$ cat config.mk
export PLATFORM = sky130hd
export DESIGN_NAME = floppy_sd_responder_flat
export DESIGN_NICKNAME = d
export VERILOG_FILES = /design/src/rtl/floppy_pkg.sv /design/src/rtl/floppy_sd_responder_if.sv /design/src/rtl/floppy_sd_responder.sv /design/src/flat_wrapper.sv
export SDC_FILE = /design/constraint.sdc
export NUM_CORES = 1
export LEC_CHECK = 0
export ABC_CLOCK_PERIOD_IN_PS = 2990
export BUFFER_PORTS_ARGS = -buffer_cell sky130_fd_sc_hd__buf_2
export CORE_ASPECT_RATIO = 0.7
export CORE_MARGIN = 4
export CORE_UTILIZATION = 50
export CTS_CLUSTER_SIZE = 12
export DETAILED_ROUTE_END_ITERATION = 7
export PLACE_DENSITY = 0.8
export SLEW_MARGIN = 30
export SYNTH_ARGS = -nofsm -noshare
export SYNTH_HDL_FRONTEND = slang
export SYNTH_SLANG_ARGS = --single-unit
$ cat constraint.sdc
create_clock -name clk -period 2.99 [get_ports clk]
set_input_delay 0.1495 -clock clk [delete_from_list [all_inputs] [get_ports clk]]
set_output_delay 0.1495 -clock clk [all_outputs]
set_load 0.005 [all_outputs]
$ cat src/rtl/floppy_pkg.sv
// Shared constants and types for the floppy SD sector responder.
// Sector geometry, drive selects and the transfer state encoding.
package floppy_pkg;

  localparam int         SECTOR_BYTES = 512;
  localparam logic [8:0] LAST_BYTE    = 9'(SECTOR_BYTES - 1);

  localparam logic DRV_INT = 1'b0;
  localparam logic DRV_EXT = 1'b1;

  typedef enum logic [2:0] {
    IDLE      = 3'd0,
    RD_REQ    = 3'd1,
    RD_EMIT   = 3'd2,
    WR_ADDR   = 3'd3,
    WR_HOLD   = 3'd4,
    WR_SAMPLE = 3'd5,
    WR_REQ    = 3'd6,
    DONE      = 3'd7
  } state_e;

  // Byte offset of a sector within its drive image.
  function automatic logic [19:0] sector_offset(input logic [10:0] lba);
    return {lba, 9'd0};
  endfunction

endpackage

$ cat src/rtl/floppy_sd_responder_if.sv
// Sector request/data bus between the track buffer (master) and the responder (slave).
interface floppy_sd_responder_if;
  logic [1:0]  sd_rd;
  logic [1:0]  sd_wr;
  logic [10:0] sd_lba;
  logic [7:0]  sd_data_out;
  logic        sd_busy;
  logic        sd_done;
  logic [8:0]  sd_addr;
  logic        sd_data_en;
  logic [7:0]  sd_data_in;

  modport master (
    output sd_rd, sd_wr, sd_lba, sd_data_out,
    input  sd_busy, sd_done, sd_addr, sd_data_en, sd_data_in
  );

  modport slave (
    input  sd_rd, sd_wr, sd_lba, sd_data_out,
    output sd_busy, sd_done, sd_addr, sd_data_en, sd_data_in
  );
endinterface

$ cat src/rtl/floppy_sd_responder.sv
// Serves 512-byte sector reads/writes from the track buffer against a byte-wide
// backing image store, one image region per drive.
module floppy_sd_responder
  import floppy_pkg::*;
#(
  parameter int                ADDR_W = 21,
  parameter logic [ADDR_W-1:0] BASE0  = ADDR_W'(21'h000000),
  parameter logic [ADDR_W-1:0] BASE1  = ADDR_W'(21'h0C8000)
) (
  input  logic                      clk,
  input  logic                      rst,
  floppy_sd_responder_if.slave      sd,
  input  logic [31:0]               img_size0,
  input  logic [31:0]               img_size1,
  output logic                      mem_req,
  output logic                      mem_we,
  output logic [ADDR_W-1:0]         mem_addr,
  output logic [7:0]                mem_wdata,
  input  logic [7:0]                mem_rdata,
  input  logic                      mem_ack
);

  state_e            state_q, state_d;
  logic [8:0]        idx_q, idx_d;
  logic [ADDR_W-1:0] base_q, base_d;
  logic              in_range_q, in_range_d;
  logic              busy_q, busy_d;
  logic              done_q, done_d;
  logic [8:0]        sd_addr_q, sd_addr_d;
  logic              data_en_q, data_en_d;
  logic [7:0]        data_in_q, data_in_d;
  logic              mem_req_q, mem_req_d;
  logic              mem_we_q, mem_we_d;
  logic [ADDR_W-1:0] mem_addr_q, mem_addr_d;
  logic [7:0]        mem_wdata_q, mem_wdata_d;

  logic              drv_s;
  logic              rd_op_s;
  logic [31:0]       size_s;
  logic [8:0]        next_idx_s;

  // Next-state and next-output computation for the transfer FSM.
  always_comb begin
    state_d     = state_q;
    idx_d       = idx_q;
    base_d      = base_q;
    in_range_d  = in_range_q;
    busy_d      = busy_q;
    done_d      = 1'b0;
    sd_addr_d   = sd_addr_q;
    data_en_d   = 1'b0;
    data_in_d   = data_in_q;
    mem_req_d   = mem_req_q;
    mem_we_d    = mem_we_q;
    mem_addr_d  = mem_addr_q;
    mem_wdata_d = mem_wdata_q;
    next_idx_s  = idx_q + 9'd1;

    // Drive 0 beats drive 1; read beats write within a drive.
    if (sd.sd_rd[0]) begin
      drv_s   = DRV_INT;
      rd_op_s = 1'b1;
    end else if (sd.sd_wr[0]) begin
      drv_s   = DRV_INT;
      rd_op_s = 1'b0;
    end else if (sd.sd_rd[1]) begin
      drv_s   = DRV_EXT;
      rd_op_s = 1'b1;
    end else begin
      drv_s   = DRV_EXT;
      rd_op_s = 1'b0;
    end
    size_s = (drv_s == DRV_INT) ? img_size0 : img_size1;

    case (state_q)
      IDLE: begin
        busy_d = 1'b0;
        if ((sd.sd_rd != 2'b00) || (sd.sd_wr != 2'b00)) begin
          base_d     = ((drv_s == DRV_INT) ? BASE0 : BASE1) + ADDR_W'(sector_offset(sd.sd_lba));
          in_range_d = ({12'd0, sector_offset(sd.sd_lba)} + 32'(SECTOR_BYTES)) <= size_s;
          busy_d     = 1'b1;
          sd_addr_d  = 9'd0;
          idx_d      = 9'd0;
          if (rd_op_s) begin
            state_d    = RD_REQ;
            mem_req_d  = in_range_d;
            mem_we_d   = 1'b0;
            mem_addr_d = base_d;
          end else begin
            state_d = WR_ADDR;
          end
        end else begin
          state_d = IDLE;
        end
      end
      RD_REQ: begin
        // Out-of-range sectors read back as zeros without touching memory.
        if (!in_range_q) begin
          data_in_d = 8'h00;
          data_en_d = 1'b1;
          sd_addr_d = idx_q;
          state_d   = RD_EMIT;
        end else if (mem_ack) begin
          data_in_d = mem_rdata;
          data_en_d = 1'b1;
          sd_addr_d = idx_q;
          mem_req_d = 1'b0;
          state_d   = RD_EMIT;
        end else begin
          state_d = RD_REQ;
        end
      end
      RD_EMIT: begin
        if (idx_q == LAST_BYTE) begin
          state_d = DONE;
          busy_d  = 1'b0;
          done_d  = 1'b1;
        end else begin
          idx_d      = next_idx_s;
          mem_req_d  = in_range_q;
          mem_addr_d = base_q + ADDR_W'(next_idx_s);
          state_d    = RD_REQ;
        end
      end
      WR_ADDR:   state_d = WR_HOLD;
      WR_HOLD:   state_d = WR_SAMPLE;
      WR_SAMPLE: begin
        // The initiator's registered read of sd_addr has settled by now.
        mem_wdata_d = sd.sd_data_out;
        mem_we_d    = 1'b1;
        mem_addr_d  = base_q + ADDR_W'(idx_q);
        mem_req_d   = in_range_q;
        state_d     = WR_REQ;
      end
      WR_REQ: begin
        if (!in_range_q || mem_ack) begin
          mem_req_d = 1'b0;
          if (idx_q == LAST_BYTE) begin
            state_d = DONE;
            busy_d  = 1'b0;
            done_d  = 1'b1;
          end else begin
            idx_d     = next_idx_s;
            sd_addr_d = next_idx_s;
            state_d   = WR_ADDR;
          end
        end else begin
          state_d = WR_REQ;
        end
      end
      DONE: begin
        busy_d  = 1'b0;
        state_d = IDLE;
      end
      default: begin
        busy_d    = 1'b0;
        mem_req_d = 1'b0;
        state_d   = IDLE;
      end
    endcase
  end

  // State and output registers; reset abandons any transfer in flight.
  always_ff @(posedge clk) begin
    if (rst) begin
      state_q     <= IDLE;
      idx_q       <= 9'd0;
      base_q      <= '0;
      in_range_q  <= 1'b0;
      busy_q      <= 1'b0;
      done_q      <= 1'b0;
      sd_addr_q   <= 9'd0;
      data_en_q   <= 1'b0;
      data_in_q   <= 8'h00;
      mem_req_q   <= 1'b0;
      mem_we_q    <= 1'b0;
      mem_addr_q  <= '0;
      mem_wdata_q <= 8'h00;
    end else begin
      state_q     <= state_d;
      idx_q       <= idx_d;
      base_q      <= base_d;
      in_range_q  <= in_range_d;
      busy_q      <= busy_d;
      done_q      <= done_d;
      sd_addr_q   <= sd_addr_d;
      data_en_q   <= data_en_d;
      data_in_q   <= data_in_d;
      mem_req_q   <= mem_req_d;
      mem_we_q    <= mem_we_d;
      mem_addr_q  <= mem_addr_d;
      mem_wdata_q <= mem_wdata_d;
    end
  end

  assign sd.sd_busy    = busy_q;
  assign sd.sd_done    = done_q;
  assign sd.sd_addr    = sd_addr_q;
  assign sd.sd_data_en = data_en_q;
  assign sd.sd_data_in = data_in_q;
  assign mem_req       = mem_req_q;
  assign mem_we        = mem_we_q;
  assign mem_addr      = mem_addr_q;
  assign mem_wdata     = mem_wdata_q;

endmodule
$ cat src/flat_wrapper.sv
// flat-port wrapper written by rule: the top's interface ports become plain ports
module floppy_sd_responder_flat import floppy_pkg::*;
#(
  parameter int                ADDR_W = 21,
  parameter logic [ADDR_W-1:0] BASE0  = ADDR_W'(21'h000000),
  parameter logic [ADDR_W-1:0] BASE1  = ADDR_W'(21'h0C8000)
)
  (clk, rst, img_size0, img_size1, mem_req, mem_we, mem_addr, mem_wdata, mem_rdata, mem_ack, sd_sd_rd, sd_sd_wr, sd_sd_lba, sd_sd_data_out, sd_sd_busy, sd_sd_done, sd_sd_addr, sd_sd_data_en, sd_sd_data_in);
  floppy_sd_responder_if sd_i ();
  input  logic clk;
  input  logic rst;
  input  logic [31:0] img_size0;
  input  logic [31:0] img_size1;
  output logic mem_req;
  output logic mem_we;
  output logic [ADDR_W-1:0] mem_addr;
  output logic [7:0] mem_wdata;
  input  logic [7:0] mem_rdata;
  input  logic mem_ack;
  input wire logic [$bits(sd_i.sd_rd)-1:0] sd_sd_rd;
  input wire logic [$bits(sd_i.sd_wr)-1:0] sd_sd_wr;
  input wire logic [$bits(sd_i.sd_lba)-1:0] sd_sd_lba;
  input wire logic [$bits(sd_i.sd_data_out)-1:0] sd_sd_data_out;
  output wire logic [$bits(sd_i.sd_busy)-1:0] sd_sd_busy;
  output wire logic [$bits(sd_i.sd_done)-1:0] sd_sd_done;
  output wire logic [$bits(sd_i.sd_addr)-1:0] sd_sd_addr;
  output wire logic [$bits(sd_i.sd_data_en)-1:0] sd_sd_data_en;
  output wire logic [$bits(sd_i.sd_data_in)-1:0] sd_sd_data_in;
  assign sd_i.sd_rd = sd_sd_rd;
  assign sd_i.sd_wr = sd_sd_wr;
  assign sd_i.sd_lba = sd_sd_lba;
  assign sd_i.sd_data_out = sd_sd_data_out;
  assign sd_sd_busy = sd_i.sd_busy;
  assign sd_sd_done = sd_i.sd_done;
  assign sd_sd_addr = sd_i.sd_addr;
  assign sd_sd_data_en = sd_i.sd_data_en;
  assign sd_sd_data_in = sd_i.sd_data_in;
  floppy_sd_responder #(.ADDR_W(ADDR_W), .BASE0(BASE0), .BASE1(BASE1)) u_core (.clk(clk), .rst(rst), .sd(sd_i), .img_size0(img_size0), .img_size1(img_size1), .mem_req(mem_req), .mem_we(mem_we), .mem_addr(mem_addr), .mem_wdata(mem_wdata), .mem_rdata(mem_rdata), .mem_ack(mem_ack));
endmodule
## Word level (Yosys, flattened, before mapping)

Index checks and enable logic that the tools add are counted.

- Output and inout port bits: 51
- Input bits: 98
- Register bits: 85
- Logic and storage cells: 107

- Mux-type cells: 49
- Add/subtract/negate cells: 5
- Bitwise gates (word level): 1
- Reduce and logical (&&, ||, !) cells: 21
- Equality and inequality tests: 17
- Order comparisons: 1

Operators by type and width:

| cell | count |
|---|---|
| $mux W21 | 3 |
| $mux W9 | 7 |
| $pmux W21 S3 | 1 |
| $pmux W9 S3 | 2 |
| $add A21 B9 Y21 | 2 |
| $le A32 B32 Y1 | 1 |
| $mux W32 | 1 |
| $pmux W3 S8 | 1 |
| $add A20 B10 Y21 const B | 1 |
| $add A21 B20 Y21 | 1 |
| $mux W1 | 20 |
| $mux W20 | 1 |
| $mux W8 | 2 |
| $eq A3 B3 Y1 const B | 4 |
| $mux W3 | 4 |
| $add A9 B1 Y9 const B | 1 |
| $eq A9 B9 Y1 const B | 1 |
| $reduce_bool A3 Y1 | 3 |
| $ne A2 B1 Y1 const B | 4 |
| $ne A2 B2 Y1 const B | 4 |
| $reduce_and A7 Y1 | 1 |
| $eq A3 B2 Y1 const B | 2 |
| $mux W2 | 3 |
| $reduce_and A2 Y1 | 3 |
| other kinds (16) | 21 |

## Longest topological paths before layout

Gate-level depths: netlist (run 1).

- Depth in word-level cells: 7
- Mapped depth: 11
- Mapped depth without buffers: 11

## Worst setup path after synthesis (run 1)

No wires, ideal clock.

- Path kind: input port to flip-flop
- Start: input sd_sd_wr[0]
- End: register u_core.mem_req_q (netlist: u_core.mem_req)
- Library setup time: 0.092 ns
- Path buffers: 1
- Data required time: 2.898 ns
- Slack: 0.604 ns
- Cell stages on the path: 9
- Data arrival time: 2.294 ns
- Cell sequence: nor2_2 -> clkbuf_1 -> mux2i_1 -> ha_1 -> nand4_1 -> a2111oi_0 -> and3_1 -> a211oi_1 -> o32ai_1

- Word-level cells in the longest chain between the ends: 7
- Elaborated cells between the ends (all ways): 14
- Those cells by class: order compare (1); eq/ne (2); mux (8); reduce/logical (3)

Ends and longest elaborated chain:

| what | line | source |
|---|---|---|
| start: declaration | flat_wrapper.sv:21 | `input wire logic [$bits(sd_i.sd_wr)-1:0] sd_sd_wr;` |
| $mux W1 | floppy_sd_responder.sv:63 | `end else if (sd.sd_wr[0]) begin` |
| $mux W1 | floppy_sd_responder.sv:60 | `if (sd.sd_rd[0]) begin` |
| $mux W32 | floppy_sd_responder.sv:73 | `size_s = (drv_s == DRV_INT) ? img_size0 : img_size1;` |
| $le A32 B32 Y1 | floppy_sd_responder.sv:80 | `in_range_d = ({12'd0, sector_offset(sd.sd_lba)} + 32'(SECTOR_BYTES)) <= size_s;` |
| $mux W1 | floppy_sd_responder.sv:84 | `if (rd_op_s) begin` |
| $mux W1 | floppy_sd_responder.sv:78 | `if ((sd.sd_rd != 2'b00) \|\| (sd.sd_wr != 2'b00)) begin` |
| $pmux W1 S5 | floppy_sd_responder.sv:75 | `case (state_q)` |
| end signal: assignment | floppy_sd_responder.sv:189 | `mem_req_q <= mem_req_d;` |
| end: declaration | floppy_sd_responder.sv:32 | `logic mem_req_q, mem_req_d;` |

Several ways; a longest one is shown, not always the timed one. The select of a mux whose other input is x is not followed.
A chain may end at the register's enable or synchronous reset.

## Worst setup path in the final report (run 1)

- Start: register u_core.idx_q[0]
- End: register u_core.mem_addr_q[10] (netlist: u_core.mem_addr[10])

- Word-level cells in the longest chain between the ends: 4
- Elaborated cells between the ends (all ways): 8
- Those cells by class: add/sub (3); eq/ne (2); mux (2); reduce/logical (1)

Ends and longest elaborated chain:

| what | line | source |
|---|---|---|
| start: declaration | floppy_sd_responder.sv:24 | `logic [8:0] idx_q, idx_d;` |
| start signal: assignment | floppy_sd_responder.sv:181 | `idx_q <= idx_d;` |
| $add A9 B1 Y9 | floppy_sd_responder.sv:57 | `next_idx_s = idx_q + 9'd1;` |
| $add A21 B9 Y21 | floppy_sd_responder.sv:121 | `mem_addr_d = base_q + ADDR_W'(next_idx_s);` |
| $mux W21 | floppy_sd_responder.sv:114 | `if (idx_q == LAST_BYTE) begin` |
| $pmux W21 S3 | floppy_sd_responder.sv:75 |  |
| end signal: assignment | floppy_sd_responder.sv:191 | `mem_addr_q <= mem_addr_d;` |
| end: declaration | floppy_sd_responder.sv:34 | `logic [ADDR_W-1:0] mem_addr_q, mem_addr_d;` |

Several ways; a longest one is shown, not always the timed one. The select of a mux whose other input is x is not followed.

==> results.sh, run 1 <==
export IMPL_status="completed"
export IMPL_slew_headroom_pct=50.85
export IMPL_max_freq_ghz=0.3636
export IMPL_drc=0
export IMPL_fp_dieW_microns=117.1
export IMPL_track_usage_pct=24.54
export IMPL_synth_cells=532
export IMPL_grt_max_degree=33
export IMPL_cts_max_level=3
export IMPL_fin_setup_tns_ns=0
export IMPL_synth_fp_nets=649
export IMPL_clock_sinks=76
export IMPL_wl_per_cell_microns=15.54
export IMPL_start_util_pct=52.29
export IMPL_powerDensity_nw_per_um2=586.5
export IMPL_yosys_most_used_dff="dfxtp_1"
export IMPL_skew_ns=0.008340
export IMPL_clk_latency_ns=0.34
export IMPL_fp_dieH_microns=84.40
export IMPL_switchingPower_w=0.0009407
export IMPL_final_common_cell="buf_2"
export IMPL_synth_top_family_by_area="simple AND/OR/NAND/NOR gates"
export IMPL_yosysWarningCount=0
export IMPL_grt_remaining_overflow=0
export IMPL_async_reset_ff_share_pct=0
export IMPL_nets=787
export IMPL_cp_end_kind="flop"
export IMPL_cp_arrival_ns=2.98
export IMPL_internal_power_w=0.002147
export IMPL_synth_adder_area_share_pct=5.702
export IMPL_viasPerCell=5.669
export IMPL_setup_viol_count_final=0
export IMPL_ys_ff_latch=76
export IMPL_cts_resized_gates=0
export IMPL_synth_cell_types=54
export IMPL_path_clk_slew_ns=0.05
export IMPL_crit_required_ns=3.22
export IMPL_critPathKind="reg2reg"
export IMPL_startpoint_type="flop"
export IMPL_post_cts_setup_buffer_count=0
export IMPL_synth_avg_cell_area_sq_um=7.836
export IMPL_mostFrequentLayoutCells="148 x buf_2, 76 x dfxtp_1, 74 x nand2_1"
export IMPL_finalWirelength_microns=12030
export IMPL_dr_pass1_iters=5
export IMPL_grt_pass1_wl_microns=19660
export IMPL_pwr_share_seq_pct=39.8
export IMPL_clkPwrFrac_pct=34.5
export IMPL_grt_setup_unrepaired="no"
export IMPL_hpwlAfterDp_microns=9093
export IMPL_cts_made_buffers=9
export IMPL_num_vias=4388
export IMPL_drtIter0Drc=331
export IMPL_syn2layout_area_growth_pct=26.29
export IMPL_synth_xor_area_share_pct=2.941
export IMPL_gp_congestion=0.9261
export IMPL_cts_buffer_depth=2
export IMPL_hold_buffers=0
export IMPL_hold_viol_final=0
export IMPL_finalCriticalPeriod_ns=2.751
export IMPL_switching_share_pct=30.47
export IMPL_antenna_found_initial=0
export IMPL_synth_top_area_cell="dfxtp_1"
export IMPL_cts_tree="built"
export IMPL_cts_root_buf="clkbuf_16"
export IMPL_design_die_area_sq_um=9886
export IMPL_period_share_pct=91.99
export IMPL_synth_compound_area_share_pct=22.66
export IMPL_netlist_area_sq_um=4169
export IMPL_antennaDiodeCount=0
export IMPL_drv_slew=0
export IMPL_synth_enable_flop_cells=0
export IMPL_rows=27
export IMPL_yosysTopAreaCellShare_pct=36.49
export IMPL_synthMuxAreaShare_pct=3.842
export IMPL_worst_slew_pin_slew_ns=0.7358
export IMPL_crit_path_max_fanout=26
export IMPL_drive_gt1_share_pct=26.75
export IMPL_maxCapViolCount=0
export IMPL_synthTopCellsByArea="dfxtp_1 36%, nand2_1 6.7%, a21oi_1 6.5%"
export IMPL_port_buffers=148
export IMPL_core_sq_um=7973
export IMPL_yosysSeqAreaShare_pct=36.49
export IMPL_io_pins=149
export IMPL_synth_simple_area_share_pct=24.13
export IMPL_power_w=0.003088
export IMPL_ant_nets=0
export IMPL_peakVddDrop_uv=327.0
export IMPL_p_comb_share_pct=25.7
export IMPL_hold_class="in2reg"
export IMPL_p_leak_nw=2.335
export IMPL_grt_pass1_vias=4151
==> metal layers <==
metal  global-route usage (%)  routed length (microns)  up-vias  part of all wire (%)
li1                         -                        -     2183                     -
met1                    34.41                     5368     2001                    45
met2                    36.45                     5351      186                    44
met3                    7.925                     1152       18                   9.6
met4                    6.146                      151        0                   1.3
met5                        0                        0        -                     0
==> flip-flops by register name (all words and copies together) (netlist names) <==
name	cells
u_core.base_q	12
u_core.idx_q	9
u_core.in_range_q	1
u_core.mem_addr	21
u_core.mem_req	1
u_core.mem_wdata	8
u_core.mem_we	1
u_core.sd.sd_addr	9
u_core.sd.sd_busy	1
u_core.sd.sd_data_en	1
u_core.sd.sd_data_in	8
u_core.sd.sd_done	1
u_core.state_q	3
==> worst max-delay path, stage by stage (launching register included) <==
cell and delay (ns):
dfxtp_1 0.40, ha_1 0.31, nand3_1 0.16, nor3_1 0.07, ha_1 0.28, nand2_1 0.11, o31ai_1 0.12, o31ai_4 0.45
buf_4 0.35, nor2_1 0.08, a311oi_1 0.29
==> worst paths after layout <==
check	slack, ns	cells after the start	endpoint	start
worst min-delay path	0.05	3	u_core.mem_wdata[1]	sd_sd_data_out[1]
worst max-delay path	0.24	10	u_core.mem_addr[10]	u_core.idx_q[0]
worst min register to register	0.45	2	u_core.sd.sd_data_in[3]	u_core.sd.sd_data_in[3]
worst max register to register	0.24	10	u_core.mem_addr[10]	u_core.idx_q[0]
==> final cells by class <==
cell class                      count  area, sq um
Tap cell                          101        126.4
Inverter                            6        22.52
Multi-Input combinational cell    418         2480
Sequential cell                    76         1521
Clock inverter                      2        35.03
Timing Repair Buffer              159        823.3
Clock buffer                       12        256.5
Fill cell                         679         2708
==> power by group through the flow <==
stage / Clock [W] / Combinational, W / Sequential [W]
4_1_cts: 0.00109 / 0.000791 / 0.00123
6_report: 0.00106 / 0.000794 / 0.00123
5_1_grt: 0.00112 / 0.000893 / 0.00124
2_1_floorplan: 0 / 0.000533 / 0.00122
3_3_place_gp: 0 / 0.000757 / 0.00124
3_5_place_dp: 0 / 0.000786 / 0.00125
==> cells by family (layout without fill, tap and decap cells) <==
family                   Yosys count  after routing
adder cells (fa/ha/maj)           19             19
XOR/XNOR                          14             14
AO/OA/AOI/OAI                    147            147
multiplexers                      16             16
buffers and inverters             38            179
flip-flops                        76             76
AND/OR/NAND/NOR                  222            222
==> Yosys cell counts (all sizes together) (2+ instances only) <==
cell type and instances:
dfxtp 76, nand2 75, nor2 71, a21oi 55
o21ai 29, nand3 23, a211oi 22, ha 19
clkbuf 18, mux2i 16, buf 14, xnor2 11
nand2b 10, a311oi 9, a22oi 8, nor3 8
nor4 8, nor2b 7, and3 6, inv 6
o22ai 4, o31ai 4, a22o 3, xor2 3
a21o 2, a31oi 2, and2 2, nand4 2
nor3b 2, o32ai 2, or3 2, or4 2
==> stage by stage <==
step                instances  utilization [%]  area, sq um  setup WS [ns]  hold WS (ns)
finish                    774            66.04         5265         0.2394       0.05328
CTS                       774            66.04         5265         0.2793       0.03983
global route              774            66.04         5265        0.04594       0.04892
global placement          760            62.38         4974         0.4830        0.3898
floorplan                 532                -         4169         0.6041        0.2855
detailed placement        760            62.38         4974         0.3359        0.3992
Note: power is estimated with default switching activity, not from simulation.
==> run 2: changes to the inputs <==
- PLACE_DENSITY: 0.8 -> 0.84
- REMOVE_ABC_BUFFERS: default -> 1
==> run 2 against run 1 <==
Compared with the run above: worst setup slack improved by 0.12 ns; die area unchanged; combinational power about the same; clock power increased by 25%; count of clock-buffer cells in the layout unchanged; highest routed layer is now met5; flip-flop and latch count unchanged; hold slack got worse by 0.0076 ns; largest power group is now the clock network; critical path depth decreased by 1; sequential share of layout area decreased by 0.41 points; power increased by 8.4%.
==> results.sh, run 2 (synthesis results as in run 1) <==
export IMPL_hold_viol_final=0
export IMPL_critPathKind="reg2reg"
export IMPL_setup_ws_ns=0.3633
export IMPL_dpl_cell_area_sq_um=4974
export IMPL_drv_slew=0
export IMPL_cts_buffer_depth=2
export IMPL_core_sq_um=7973
export IMPL_grt_max_degree=34
export IMPL_hold_buffers=0
export IMPL_start_util_pct=52.29
export IMPL_post_route_util_pct=66.98
export IMPL_rows=27
export IMPL_nets=787
export IMPL_track_usage_pct=24.38
export IMPL_largest_reg_flops=21
export IMPL_worst_slew_pin_slew_ns=0.7494
export IMPL_drive_gt1_share_pct=26.81
export IMPL_cts_made_buffers=9
export IMPL_cts_resized_gates=0
export IMPL_antenna_found_initial=1
export IMPL_period_share_pct=87.85
export IMPL_peakVddDrop_uv=413.1
export IMPL_grt_remaining_overflow=0
export IMPL_mostFrequentLayoutCells="148 x buf_2, 76 x dfxtp_1, 74 x nand2_1"
export IMPL_crit_path_max_fanout=18
export IMPL_io_pins=149
export IMPL_drtIter0Drc=388
export IMPL_fin_area_sq_um=5340
export IMPL_maxCapViolCount=0
export IMPL_viasPerCell=5.741
export IMPL_num_vias=4455
export IMPL_max_freq_ghz=0.3807
export IMPL_ant_nets=0
export IMPL_drc=0
export IMPL_setup_viol_count_final=0
export IMPL_p_leak_nw=2.368
export IMPL_path_clk_slew_ns=0.06
export IMPL_status="completed"
export IMPL_finalWirelength_microns=11960
export IMPL_clk_latency_ns=0.34
export IMPL_post_place_ws_ns=0.4504
export IMPL_hold_class="in2reg"
export IMPL_dr_pass1_iters=5
export IMPL_gp_congestion=0.9552
export IMPL_slew_headroom_pct=49.93
export IMPL_syn2layout_area_growth_pct=28.09
export IMPL_cp_end_kind="flop"
export IMPL_startpoint_type="flop"
export IMPL_cp_arrival_ns=2.87
export IMPL_port_buffers=148
export IMPL_cts_root_buf="clkbuf_16"
export IMPL_design_die_area_sq_um=9886
export IMPL_fp_dieH_microns=84.40
export IMPL_grt_pass1_vias=4168
export IMPL_antennaDiodeCount=0
export IMPL_wl_per_cell_microns=15.41
export IMPL_skew_ns=0.006747
export IMPL_crit_required_ns=3.23
export IMPL_cts_max_level=3
export IMPL_powerDensity_nw_per_um2=626.7
export IMPL_finalCriticalPeriod_ns=2.627
export IMPL_grt_setup_unrepaired="no"
export IMPL_post_cts_setup_buffer_count=0
export IMPL_cts_tree="built"
export IMPL_hpwlAfterDp_microns=9195
export IMPL_clock_sinks=76
export IMPL_grt_pass1_wl_microns=19580
export IMPL_fp_dieW_microns=117.1
export IMPL_final_common_cell="buf_2"
[run 2: per-layer routing]
metal  routed length, microns  GRT usage [%]  vias to the layer above
met4                      136          4.896                        2
met3                     1057          6.988                       19
met5                       13              0                        -
li1                         -              -                     2192
met2                     5360          36.86                      194
met1                     5392          34.66                     2048
[run 2: worst paths after layout]
kind,cells past startpoint,slack [ns],from,to
setup / recovery,9,0.36,u_core.idx_q[0],u_core.sd.sd_addr[8]
hold / removal,3,0.05,sd_sd_data_out[3],u_core.mem_wdata[3]
setup reg to reg,9,0.36,u_core.idx_q[0],u_core.sd.sd_addr[8]
hold reg to reg,2,0.45,u_core.mem_wdata[3],u_core.mem_wdata[3]
[run 2: power by group]
group          switching (W)  leakage [nW]  total (W)  internal (W)
sequential         0.0000908         0.622    0.00122       0.00113
clock               0.000405         0.177    0.00133      0.000923
combinational       0.000464          1.57   0.000794      0.000330
total               0.000959          2.37    0.00335       0.00239
[run 2: through the flow]
stage	std cells	setup TNS [ns]	hold slack, ns	total power (W)
2_1_floorplan	500	-0.2193	0.2186	0.001689
3_3_place_gp	760	0	0.3895	0.001997
3_5_place_dp	760	0	0.3960	0.002037
4_1_cts	776	0	0.03845	0.003363
5_1_grt	776	0	0.04574	0.003524
6_report	776	0	0.04568	0.003346
[run 2: cell type report]
class | count | area (sq um)
Timing Repair Buffer | 159 | 823.3
Inverter | 6 | 22.52
Sequential cell | 76 | 1521
Clock inverter | 4 | 120.1
Fill cell | 649 | 2633
Multi-Input combinational cell | 418 | 2480
Clock buffer | 12 | 246.5
Tap cell | 101 | 126.4
[run 2: worst max-delay path, stage by stage, from the launching register on]
cell	delay, ns
dfxtp_1	0.40
ha_1	0.30
nand3_1	0.16
nor3_1	0.07
ha_1	0.27
nor2b_1	0.22
a32oi_1	0.15
o21ai_2	0.59
nor2_1	0.10
a211oi_1	0.26
==> run 3: changes to the inputs <==
- ABC_CLOCK_PERIOD_IN_PS: 2990 -> 3140
- CAP_MARGIN: default -> 20
- CORE_UTILIZATION: 50 -> 54
- PLACE_DENSITY: 0.84 -> 0.9
- clock period: 2.99 -> 3.14 ns (I/O delays scaled with it)
==> run 3 against run 2 <==
Compared with the run above: critical path type unchanged; maximum frequency down 5.7%; clock power down 41%; combinational power down 2%; cell count down 0.52%; die area down 6.8%.
==> results.sh, run 3 (synthesis results as in run 1) <==
export IMPL_status="completed"
export IMPL_internal_power_w=0.001788
export IMPL_drc=0
export IMPL_powerDensity_nw_per_um2=526.6
export IMPL_crit_top_cell="ha_1"
export IMPL_cp_slowest_cell="o31ai_4"
export IMPL_crit_chain="ha_1 -> nand3_1 -> nor3_1 -> ha_1 -> nand2_1 -> o31ai_1 -> o31ai_4 -> buf_4 -> nor2_1 -> a311oi_1"
export IMPL_start_util_pct=56.21
export IMPL_fin_setup_tns_ns=0
export IMPL_hold_depth=3
export IMPL_core_sq_um=7417
export IMPL_gr_usage_met1_pct=36.19
export IMPL_cts_resized_gates=0
export IMPL_nets=786
export IMPL_fp_dieW_microns=113.0
export IMPL_wl_per_cell_microns=16.20
export IMPL_drtIter0Drc=421
export IMPL_cts_max_level=3
export IMPL_cp_end_kind="flop"
export IMPL_grt_remaining_overflow=0
export IMPL_power_w=0.002723
export IMPL_clkPwrFrac_pct=28.9
export IMPL_final_common_cell="buf_2"
export IMPL_met3_usage_pct=6.406
export IMPL_drive_gt1_share_pct=27.00
export IMPL_switching_share_pct=34.34
export IMPL_port_buffers=148
export IMPL_grt_max_degree=34
export IMPL_grt_pass1_vias=4286
export IMPL_pwr_share_seq_pct=42.6
export IMPL_setup_viol_count_final=0
export IMPL_gr_max_usage_layer="met2"
export IMPL_min_to="u_core.mem_wdata[4]"
export IMPL_cts_root_buf="clkbuf_8"
export IMPL_rows=26
export IMPL_switchingPower_w=0.0009351
export IMPL_cts_tree="built"
export IMPL_clk_latency_ns=0.35
export IMPL_mostFrequentLayoutCells="148 x buf_2, 76 x dfxtp_1, 74 x nand2_1"
export IMPL_largest_reg_flops=21
export IMPL_cts_made_buffers=9
export IMPL_hold_start="sd_sd_data_out[4]"
export IMPL_regArea_sq_um=1521
export IMPL_cts_buffer_depth=2
export IMPL_max_stage_delay_ns=0.53
export IMPL_path_clk_slew_ns=0.09
export IMPL_dr_pass1_iters=5
export IMPL_dp_cells=756
export IMPL_n_fill_cell=626
export IMPL_maxCapViolCount=0
export IMPL_post_route_util_pct=69.72
export IMPL_cp_arrival_ns=3.05
export IMPL_track_usage_pct=27.25
export IMPL_r2r_cells=10
export IMPL_num_vias=4487
export IMPL_p_leak_nw=2.287
export IMPL_r2r_slack_ns=0.35
export IMPL_skew_ns=0.008346
export IMPL_syn2layout_area_growth_pct=24.04
export IMPL_grt_pass1_wl_microns=20360
export IMPL_crit_path_max_fanout=24
export IMPL_viasPerCell=5.812
export IMPL_period_share_pct=88.71
export IMPL_worst_slew_pin_slew_ns=0.7782
export IMPL_fin_cells=772
export IMPL_finalWirelength_microns=12510
export IMPL_max_freq_ghz=0.3590
export IMPL_io_pins=149
export IMPL_use_met2_pct=45.04
export IMPL_p_comb_share_pct=28.5
export IMPL_gp_congestion=0.9415
export IMPL_post_cts_setup_buffer_count=0
export IMPL_hpwlAfterDp_microns=9456
export IMPL_peakVddDrop_uv=402.6
export IMPL_antenna_found_initial=0
export IMPL_design_die_area_sq_um=9213
export IMPL_startpoint_type="flop"
export IMPL_ant_nets=0
export IMPL_r2r_end="u_core.mem_addr[10]"
export IMPL_clock_sinks=76
export IMPL_rr_startpoint="u_core.idx_q[0]"
export IMPL_multi_input_area_sq_um=2480
export IMPL_grt_setup_unrepaired="no"
export IMPL_crit_required_ns=3.40
export IMPL_drv_slew=0
export IMPL_hold_buffers=0
export IMPL_hold_class="in2reg"
export IMPL_critPathKind="reg2reg"
export IMPL_fp_dieH_microns=81.52
export IMPL_antennaDiodeCount=0
export IMPL_slew_headroom_pct=48.02
export IMPL_hold_viol_final=0
export IMPL_finalCriticalPeriod_ns=2.785
run 3: cell count changes in the layout (fill, tap and decap cells not counted):
cell / previous run / this run
inv_6: 0 / 2
bufinv_16: 4 / 1
clkbuf_1: 2 / 0
clkinvlp_4: 0 / 2
clkbuf_16: 9 / 0
buf_4: 11 / 10
clkbuf_8: 1 / 10
clkinv_4: 0 / 1
run 3: worst max path at each step:
stage                          endpoint       startpoint  depth (start not counted)
finish              u_core.mem_addr[10]  u_core.idx_q[0]                         10
global route        u_core.mem_addr[10]  u_core.idx_q[0]                         10
CTS                 u_core.mem_addr[10]  u_core.idx_q[0]                         10
detailed placement  u_core.mem_addr[10]  u_core.idx_q[0]                         10
global placement    u_core.mem_addr[11]  u_core.idx_q[0]                         10
floorplan            u_core.mem_addr[5]  u_core.idx_q[0]                          9
run 3: cell type report:
cell class	count	area share, %
Clock buffer	10	2.662
Clock inverter	6	1.379
Inverter	6	0.4355
Multi-Input combinational cell	418	47.96
Sequential cell	76	29.42
Tap cell	98	2.371
Timing Repair Buffer	158	15.78
run 3: power by group through the flow:
stage	Sequential [W]	Clock (W)	Combinational [W]
finish	0.00116	0.000788	0.000775
global route	0.00118	0.000830	0.000861
CTS	0.00116	0.000793	0.000768
detailed placement	0.00118	0	0.000764
global placement	0.00117	0	0.000726
floorplan	0.00118	0	0.000429
run 3: critical path: cells and delay by family, from the launching register on:
family,cells,cell delay (ns)
compound gates,3,0.91
fa+ha+maj,2,0.57
simple gates,4,0.44
flops,1,0.40
buf+inv,1,0.37
run 3: stage by stage:
step	hold slack (ns)	setup slack, ns	instance area [sq um]
after global placement	0.3968	0.5611	4962
after CTS	0.02438	0.3884	5171
final	0.03060	0.3546	5171
after floorplan	0.2261	0.06067	4015
after global routing	0.02325	0.1609	5171
after detailed placement	0.4036	0.4168	4962
run 3: routing by layer:
| metal | part of all wire [%] | up-vias |
|---|---|---|
| met2 | 47 | 208 |
| met4 | 0.78 | 0 |
| met1 | 43 | 2083 |
| met3 | 8.9 | 14 |
| li1 | - | 2182 |
| met5 | 0 | - |
